**src/rtl/tapper_score_keeper.sv**
```systemverilog
// Tapper score engine: synchronizes raw start/hit/miss, runs the game FSM and keeps a
// clamped signed 8-bit score plus a saturating hit counter.
module tapper_score_keeper #(
  parameter int unsigned HIT_POINTS   = 5,
  parameter int unsigned MISS_PENALTY = 10,
  parameter int signed   WIN_SCORE    = 100,
  parameter int signed   LOSE_SCORE   = -50
) (
  input  logic              clk,
  input  logic              rst,
  input  logic              start_in,
  input  logic              hit_in,
  input  logic              miss_in,
  output logic signed [7:0] score,
  output logic [1:0]        state,
  output logic              game_over,
  output logic              game_won,
  output logic [7:0]        hit_count
);

  typedef enum logic [1:0] {
    StIdle = 2'd0,
    StPlay = 2'd1,
    StWon  = 2'd2,
    StLost = 2'd3
  } state_e;

  localparam logic signed [9:0] HitDelta  = 10'(HIT_POINTS);
  localparam logic signed [9:0] MissDelta = 10'(MISS_PENALTY);
  localparam logic signed [9:0] WinLim    = 10'(WIN_SCORE);
  localparam logic signed [9:0] LoseLim   = 10'(LOSE_SCORE);

  // Bit order for all conditioning vectors: {start, hit, miss}
  logic [2:0] r_sync1, r_sync2, r_hist;
  logic [2:0] w_pulse;
  logic       w_start, w_hit, w_miss;

  state_e            r_state;
  logic signed [7:0] r_score;
  logic [7:0]        r_hit_count;

  logic signed [9:0] w_add, w_sub, w_sum, w_next_ext;
  logic signed [7:0] w_next;
  logic [7:0]        w_hc_inc;
  logic              w_win, w_lose;

  assign w_pulse = r_sync2 & ~r_hist;
  assign w_start = w_pulse[2];
  assign w_hit   = w_pulse[1];
  assign w_miss  = w_pulse[0];

  always_comb begin
    w_add = w_hit  ? HitDelta  : 10'sd0;
    w_sub = w_miss ? MissDelta : 10'sd0;
    w_sum = {{2{r_score[7]}}, r_score} + w_add - w_sub;
    // Clamp to the 8-bit range so the score never wraps
    if (w_sum > 10'sd127) begin
      w_next = 8'sd127;
    end else if (w_sum < -10'sd128) begin
      w_next = -8'sd128;
    end else begin
      w_next = w_sum[7:0];
    end
    w_next_ext = {{2{w_next[7]}}, w_next};
    w_win      = (w_next_ext >= WinLim);
    w_lose     = (w_next_ext <= LoseLim);
    w_hc_inc   = (r_hit_count == 8'hFF) ? r_hit_count : r_hit_count + 8'd1;
  end

  always_ff @(posedge clk or negedge rst) begin
    if (!rst) begin
      r_sync1     <= '0;
      r_sync2     <= '0;
      r_hist      <= '0;
      r_state     <= StIdle;
      r_score     <= '0;
      r_hit_count <= '0;
    end else begin
      r_sync1 <= {start_in, hit_in, miss_in};
      r_sync2 <= r_sync1;
      r_hist  <= r_sync2;
      unique case (r_state)
        StIdle, StWon, StLost: begin
          if (w_start) begin
            r_state     <= StPlay;
            r_score     <= '0;
            r_hit_count <= '0;
          end
        end
        StPlay: begin
          // A restart wins over any hit/miss pulse in the same cycle
          if (w_start) begin
            r_score     <= '0;
            r_hit_count <= '0;
          end else if (w_hit || w_miss) begin
            r_score <= w_next;
            if (w_hit) r_hit_count <= w_hc_inc;
            if (w_win) begin
              r_state <= StWon;
            end else if (w_lose) begin
              r_state <= StLost;
            end
          end
        end
        default: r_state <= StIdle;
      endcase
    end
  end

  assign score     = r_score;
  assign state     = r_state;
  assign hit_count = r_hit_count;
  assign game_over = (r_state == StWon) || (r_state == StLost);
  assign game_won  = (r_state == StWon);

endmodule

```
**config.mk**
```make
export PLATFORM = sky130hd
export DESIGN_NAME = tapper_score_keeper
export DESIGN_NICKNAME = d
export VERILOG_FILES = /design/src/rtl/tapper_score_keeper.sv
export SDC_FILE = /design/constraint.sdc
export NUM_CORES = 1
export LEC_CHECK = 0
export ABC_AREA = 1
export BUFFER_PORTS_ARGS = -buffer_cell sky130_fd_sc_hd__buf_4
export CORE_UTILIZATION = 40
export DETAILED_ROUTE_END_ITERATION = 6
export SKIP_CTS_REPAIR_TIMING = 1
export SYNTH_ARGS = -nofsm -noshare
export SYNTH_HDL_FRONTEND = slang
export SYNTH_SLANG_ARGS = --single-unit
export TNS_END_PERCENT = 100
```
**constraint.sdc**
```tcl
create_clock -name clk -period 2.4 [get_ports clk]
set_input_delay 0.48 -clock clk [delete_from_list [all_inputs] [get_ports clk]]
set_output_delay 0.48 -clock clk [all_outputs]
set_load 0.005 [all_outputs]
```
==> results.yml, run 1 <==
outcome:
  status: "complete, but fails checks"
  violations: "negative setup slack"
drt:
  firstDrtPassIters: 4
  wl_met2_um: 1610
  vias_per_cell: 4.66
  wl_met1_um: 1830
  drt_iter0_drc: 60
  routed-wl-met3_um: 96
  drc: 0
  routedWlPerCell_um: 11.3
  highest_layer: "met4"
  postRouteAntennaNets: 0
  wl_um: 3540
  num_vias: 1459
cells_and_area:
  fin_nets: 282
  fin_area_sq_um: 2320
  areaGrowthSynthToFinish_pct: 34.3
  antenna_cells: 0
  fillers: 393
  drive_gt1_frac: 0.392
  final_cell_count_no_fill: 313
sta:
  period_needed_ns: 2.53
  skew_ns: 0.00583
  hold_ws_ns: 0.102
  finalSetupViolations: 2
  worst_pin_slew_ns: 0.423
  setup_ws_ns: -0.127
  drv_slew: 0
  grt_setup_unrepaired: "true"
  fin_crit_sh: 1.05
  fmax_mhz: 396
  report.final.hold_viol_count: 0
  relSlewSlack: 0.715
place:
  post-place-cells: 304
  dpl_cell_area_sq_um: 2140
  place_congestion: 0.797
  hpwl_um: 2820
  io_buffers: 24
setup_path:
  slowest_delay_ns: 0.38
  r2r_cells: 22
  worstReg2RegStart: "r_hist[1]"
  critPathCaptureType: "flip-flop"
  cp_data_arrival_time_ns: 2.70
  worstPathRequired_ns: 2.57
  r2r-end: "state[0]"
  start_kind: "flip-flop"
  r2r_slack_ns: -0.13
  crit_type: "reg2reg"
  cp_max_fo: 7
  path_cells: "nor2_2 -> inv_2 -> ha_4 -> inv_2 -> ha_4 -> o21ai_2 -> nand2_2 -> nand2_2 -> nand2_2 -> nand2_4 -> nand2_8 -> inv_8 -> nand2_8 -> nand3_2 -> nand2_1 -> inv_2 -> nor2_4 -> a21oi_2 -> nand2_2 -> nand2_2 -> nand2_1 -> nand2_1"
  cpMostUsedCell: "nand2_2"
  crit_slowest_cell: "dfrtp_1"
job:
  maxCapViolCount: 0
synth:
  syn_nets: 232
  synth-seq-cells: 27
  synth_enable_flop_cells: 0
  yosysWarnings: 0
  yosys.area.top_type: "dfrtp_1"
  netlist.area_leader.share: 0.391
  synth_area_per_cell_sq_um: 8.07
  synth_area_leaders: "dfrtp_1 (39%), ha_1 (9.4%), nand2_1 (9.3%), inv_1 (8.0%), nand2_2 (4.7%)"
  synth_cells: 214
  async_reset_ff_frac: 1.00
  synth_ff_type: "dfrtp_1"
  ys_types: 31
  synth.cell_area_sq_um: 1730
  ys_seq_area_frac: 0.391
power:
  ir_worst_vdd_mv: 0.771
  swShare: 0.491
  power_frac_clock: 0.075
  power.density_nw_per_um2: 1550
  comb_power_share: 0.762
  p_sw_mw: 1.76
  power_mw: 3.59
  pwr-share-seq: 0.163
  p_leak_nw: 1.20
  internal_power_mw: 1.82
clock_tree:
  cts_tree: "done"
  clkLatencyLatePin_ns: 0.27
  clkTransAtPathRegs_ns: 0.10
  cts_made_buffers: 3
  cts_sinks: 27
  root_buffer: "clkbuf_8"
  clock_path_buffers: 2
  h-tree-depth: 1
floorplan:
  start_util: 0.423
  ios: 25
  dieArea_sq_um: 4580
  rows: 23
  core_area_sq_um: 4090
  dieHeight_um: 67.7
  die_w_um: 67.7
global_routing:
  gr-total-overflow: 0
  grt_max_degree: 28
  grt_pass1_vias: 1318
  grt_usage: 0.167
  grt_pass1_wl_um: 5760
  antenna_found_initial: 0
min_path:
  min_path_type: "in2async"
[cell usage after synthesis, types with 2 or more instances]
master,count
nand2_1,43
inv_1,37
dfrtp_1,27
nand3_1,15
ha_1,13
nand2_2,13
nor2_1,12
o21ai_1,7
a21oi_1,6
o21ai_0,5
xor2_1,4
inv_2,3
nand3_2,3
o22ai_1,3
a221oi_1,2
a31oi_1,2
clkinv_1,2
nand2_4,2
nand2_8,2
nor3_1,2
[worst max-delay path, delay by kind of cell (launching register included)]
family	cells	cell delay [ns]
compound gates	2	0.11
buf+inv	4	0.20
flops	1	0.38
fa+ha+maj	2	0.53
simple gates	14	1.18
[cells in the final DEF (no fill, tap or decap), types with 2 or more instances in the layout]
cell,Yosys,layout
buf_4,0,46
nand3_1,15,13
nand2_8,2,3
o21ai_2,0,2
nand3_2,3,4
a221oi_1,2,2
a31oi_1,2,2
a21oi_2,1,2
ha_4,0,3
o22ai_1,3,3
nor3_1,2,2
nor2_4,0,2
inv_1,37,35
dfrtp_1,27,27
nand2_1,43,35
ha_1,13,9
xor2_1,4,3
clkbuf_8,0,3
nor2_1,12,10
a21oi_1,6,5
o21ai_1,7,5
o21ai_0,5,5
nand2_2,13,18
nand2_4,2,4
inv_2,3,7
[worst max-delay path by stage]
stage	start	to	slack, ns	cells after the start
after floorplan	r_sync2[1]	state[0]	-0.004	24
final	r_hist[1]	state[0]	-0.13	22
after detailed placement	r_sync2[1]	state[1]	-0.16	24
after CTS	r_sync2[1]	state[1]	-0.20	24
after global routing	r_sync2[1]	state[0]	-0.33	24
after global placement	r_sync2[1]	state[1]	-0.15	24
[logic make-up after synthesis]
family          synth area share
buf+inv                   0.0985
fa+ha+maj                 0.0942
simple gates               0.284
flops                      0.391
xor+xnor                  0.0254
compound gates             0.107
[sequential cells by signal, indices dropped and copies added, names as in the netlist]
| register | flops |
|---|---|
| hit_count | 8 |
| score | 8 |
| r_hist | 3 |
| r_sync1 | 3 |
| r_sync2 | 3 |
| state | 2 |
[layout make-up]
type | count | area (sq um) | share of cell area
Clock buffer | 3 | 41.3 | 0.0178
Clock inverter | 1 | 8.76 | 0.00378
Inverter | 43 | 169 | 0.0729
Multi-Input combinational cell | 143 | 1020 | 0.438
Sequential cell | 27 | 676 | 0.291
Tap cell | 50 | 62.6 | 0.0270
Timing Repair Buffer | 46 | 345 | 0.149
[stage by stage]
step                setup WS [ns]   TNS, ns   util
floorplan                -0.00369  -0.00731      -
global placement           -0.154    -0.305  0.523
detailed placement         -0.164    -0.328  0.523
CTS                        -0.200    -0.400  0.536
global route               -0.331    -0.732  0.567
finish                     -0.127    -0.252  0.567
[layer usage]
layer,up-vias,track usage
met5,-,0
met4,0,0.0160
met3,2,0.0355
met2,22,0.274
met1,650,0.232
li1,785,-
[power groups by stage]
stage	Combinational, mW	Sequential [mW]	Clock, mW
floorplan	1.64	0.591	0
global placement	2.31	0.592	0
detailed placement	2.31	0.595	0
CTS	2.32	0.585	0.281
global route	3.01	0.596	0.297
finish	2.73	0.585	0.269
Power figures use the tool's default switching activity.
==> run 2: changes to the inputs <==
- clock period: 2.4 -> 2.7 ns (I/O delays scaled with it)
==> run 2 against run 1 <==
  * Highest routed layer unchanged
  * Register-to-register slack better by 0.30 ns
  * Non-clock buffer count is 18 lower
  * Die area stayed put
  * Critical endpoint unchanged
  * Largest power group unchanged
  * Clock power is 12% lower
  * The run now ends clean
  * Largest cell class unchanged
  * Fmax hardly changed
  * Setup slack better by 0.30 ns
==> results.yml, run 2 (synthesis results as in run 1) <==
sta:
  relSlewSlack: 0.648
  finalSetupViolations: 0
  skew_ns: 0.00281
  fmax_mhz: 396
  worst_pin_slew_ns: 0.525
  report.final.hold_viol_count: 0
  fin_crit_sh: 0.936
  drv_slew: 0
  setup_tns_ns: 0
  period_needed_ns: 2.53
drt:
  wl_um: 3540
  routedWlPerCell_um: 12.0
  drc: 0
  firstDrtPassIters: 4
  drt_iter0_drc: 100
  postRouteAntennaNets: 0
  num_vias: 1424
  vias_per_cell: 4.83
setup_path:
  slowest_delay_ns: 0.35
  cp_max_fo: 3
  start_kind: "flip-flop"
  cp_data_arrival_time_ns: 2.70
  crit_buf_inv: 4
  critPathCaptureType: "flip-flop"
  cpMostUsedCell: "nand2_2"
  path_cells: "inv_1 -> nor2_2 -> inv_2 -> ha_4 -> inv_2 -> ha_4 -> o21ai_2 -> nand2_2 -> buf_4 -> nand3_1 -> nand2_1 -> xor2_1 -> nand2_2 -> nand2_2 -> nand2_1 -> nor2_4 -> a21oi_2 -> nand2_2 -> nand2_2 -> nand2_1 -> nand2_1"
  crit_slowest_cell: "dfrtp_1"
  worstPathRequired_ns: 2.87
  crit_family: "simple AND/OR/NAND/NOR gates"
  r2r_cells: 21
  r2r-end: "state[0]"
  crit_type: "reg2reg"
  r2r_slack_ns: 0.17
  worstReg2RegStart: "r_sync2[1]"
clock_tree:
  h-tree-depth: 1
  clkTransAtPathRegs_ns: 0.10
  cts_sinks: 27
  cts_tree: "done"
  cts_made_buffers: 3
  root_buffer: "clkbuf_8"
  clkLatencyLatePin_ns: 0.27
  clock_path_buffers: 2
global_routing:
  grt_usage: 0.167
  antenna_found_initial: 0
  grt_max_degree: 28
  grt_pass1_wl_um: 5730
  grt_pass1_vias: 1259
  gr-total-overflow: 0
cells_and_area:
  final_common_cell: "nand2_1"
  layout_common_cells: "nand2_1 (40), inv_1 (35), buf_4 (28), dfrtp_1 (27), nand3_1 (15)"
  fin_nets: 264
  areaGrowthSynthToFinish_pct: 23.6
  fin_area_sq_um: 2130
  drive_gt1_frac: 0.298
  fillers: 390
  utilization: 0.522
  antenna_cells: 0
power:
  p_leak_nw: 1.09
  power.density_nw_per_um2: 1250
  ir_worst_vdd_mv: 0.525
floorplan:
  start_util: 0.423
  dieHeight_um: 67.7
  ios: 25
  dieArea_sq_um: 4580
  core_area_sq_um: 4090
  die_w_um: 67.7
  rows: 23
min_path:
  min_path_type: "in2async"
job:
  maxCapViolCount: 0
place:
  io_buffers: 24
  dpl_cell_area_sq_um: 1980
  hpwl_um: 2660
  place_congestion: 0.782
outcome:
  status: "finished clean"
-- run 2: cell types whose count changed in the layout (fill, tap and decap cells not counted), moves of 2 or more --
cell / previous run / this run
nand3_1: 13 / 15
nand2_2: 18 / 14
clkinv_1: 0 / 2
nand2_1: 35 / 40
inv_2: 7 / 5
nand3_2: 4 / 2
buf_4: 46 / 28
-- run 2: cell type report --
type	count	area, sq um	area share
flip-flops and latches	27	676	0.317
repair buffers	28	210	0.0985
clock buffers	4	45.0	0.0211
multi-input cells	143	975	0.457
well taps	50	62.6	0.0293
inverters	43	166	0.0780
-- run 2: through the flow --
| step | cells | hold WS, ns | total power, mW | setup WS, ns |
|---|---|---|---|---|
| after floorplan | 214 | 0.244 | 1.91 | 0.132 |
| after global placement | 289 | 0.336 | 2.27 | 0.0400 |
| after detailed placement | 289 | 0.339 | 2.27 | 0.00264 |
| after CTS | 293 | 0.177 | 2.51 | -0.0216 |
| after global routing | 295 | 0.188 | 2.92 | -0.0198 |
| final | 295 | 0.161 | 2.68 | 0.172 |
-- run 2: worst max-delay path by stage --
stage,start,end,cells after the start
after floorplan,r_hist[1],state[0],21
after global placement,r_hist[0],state[0],18
after detailed placement,r_sync2[1],state[0],22
after CTS,r_sync2[1],state[0],22
after global routing,r_sync2[1],state[1],24
final,r_sync2[1],state[0],21
-- run 2: per-layer routing --
metal  vias up  track usage  part of all wire
met5         -            0                 0
met4         0       0.0319            0.0065
met3         2       0.0253             0.023
met2        19        0.260              0.45
met1       657        0.242              0.52
li1        746            -                 -
-- run 2: report_power, final --
group          internal (mW)  switching [mW]
Combinational          0.731            1.19
Clock                  0.106           0.130
Sequential             0.470          0.0503
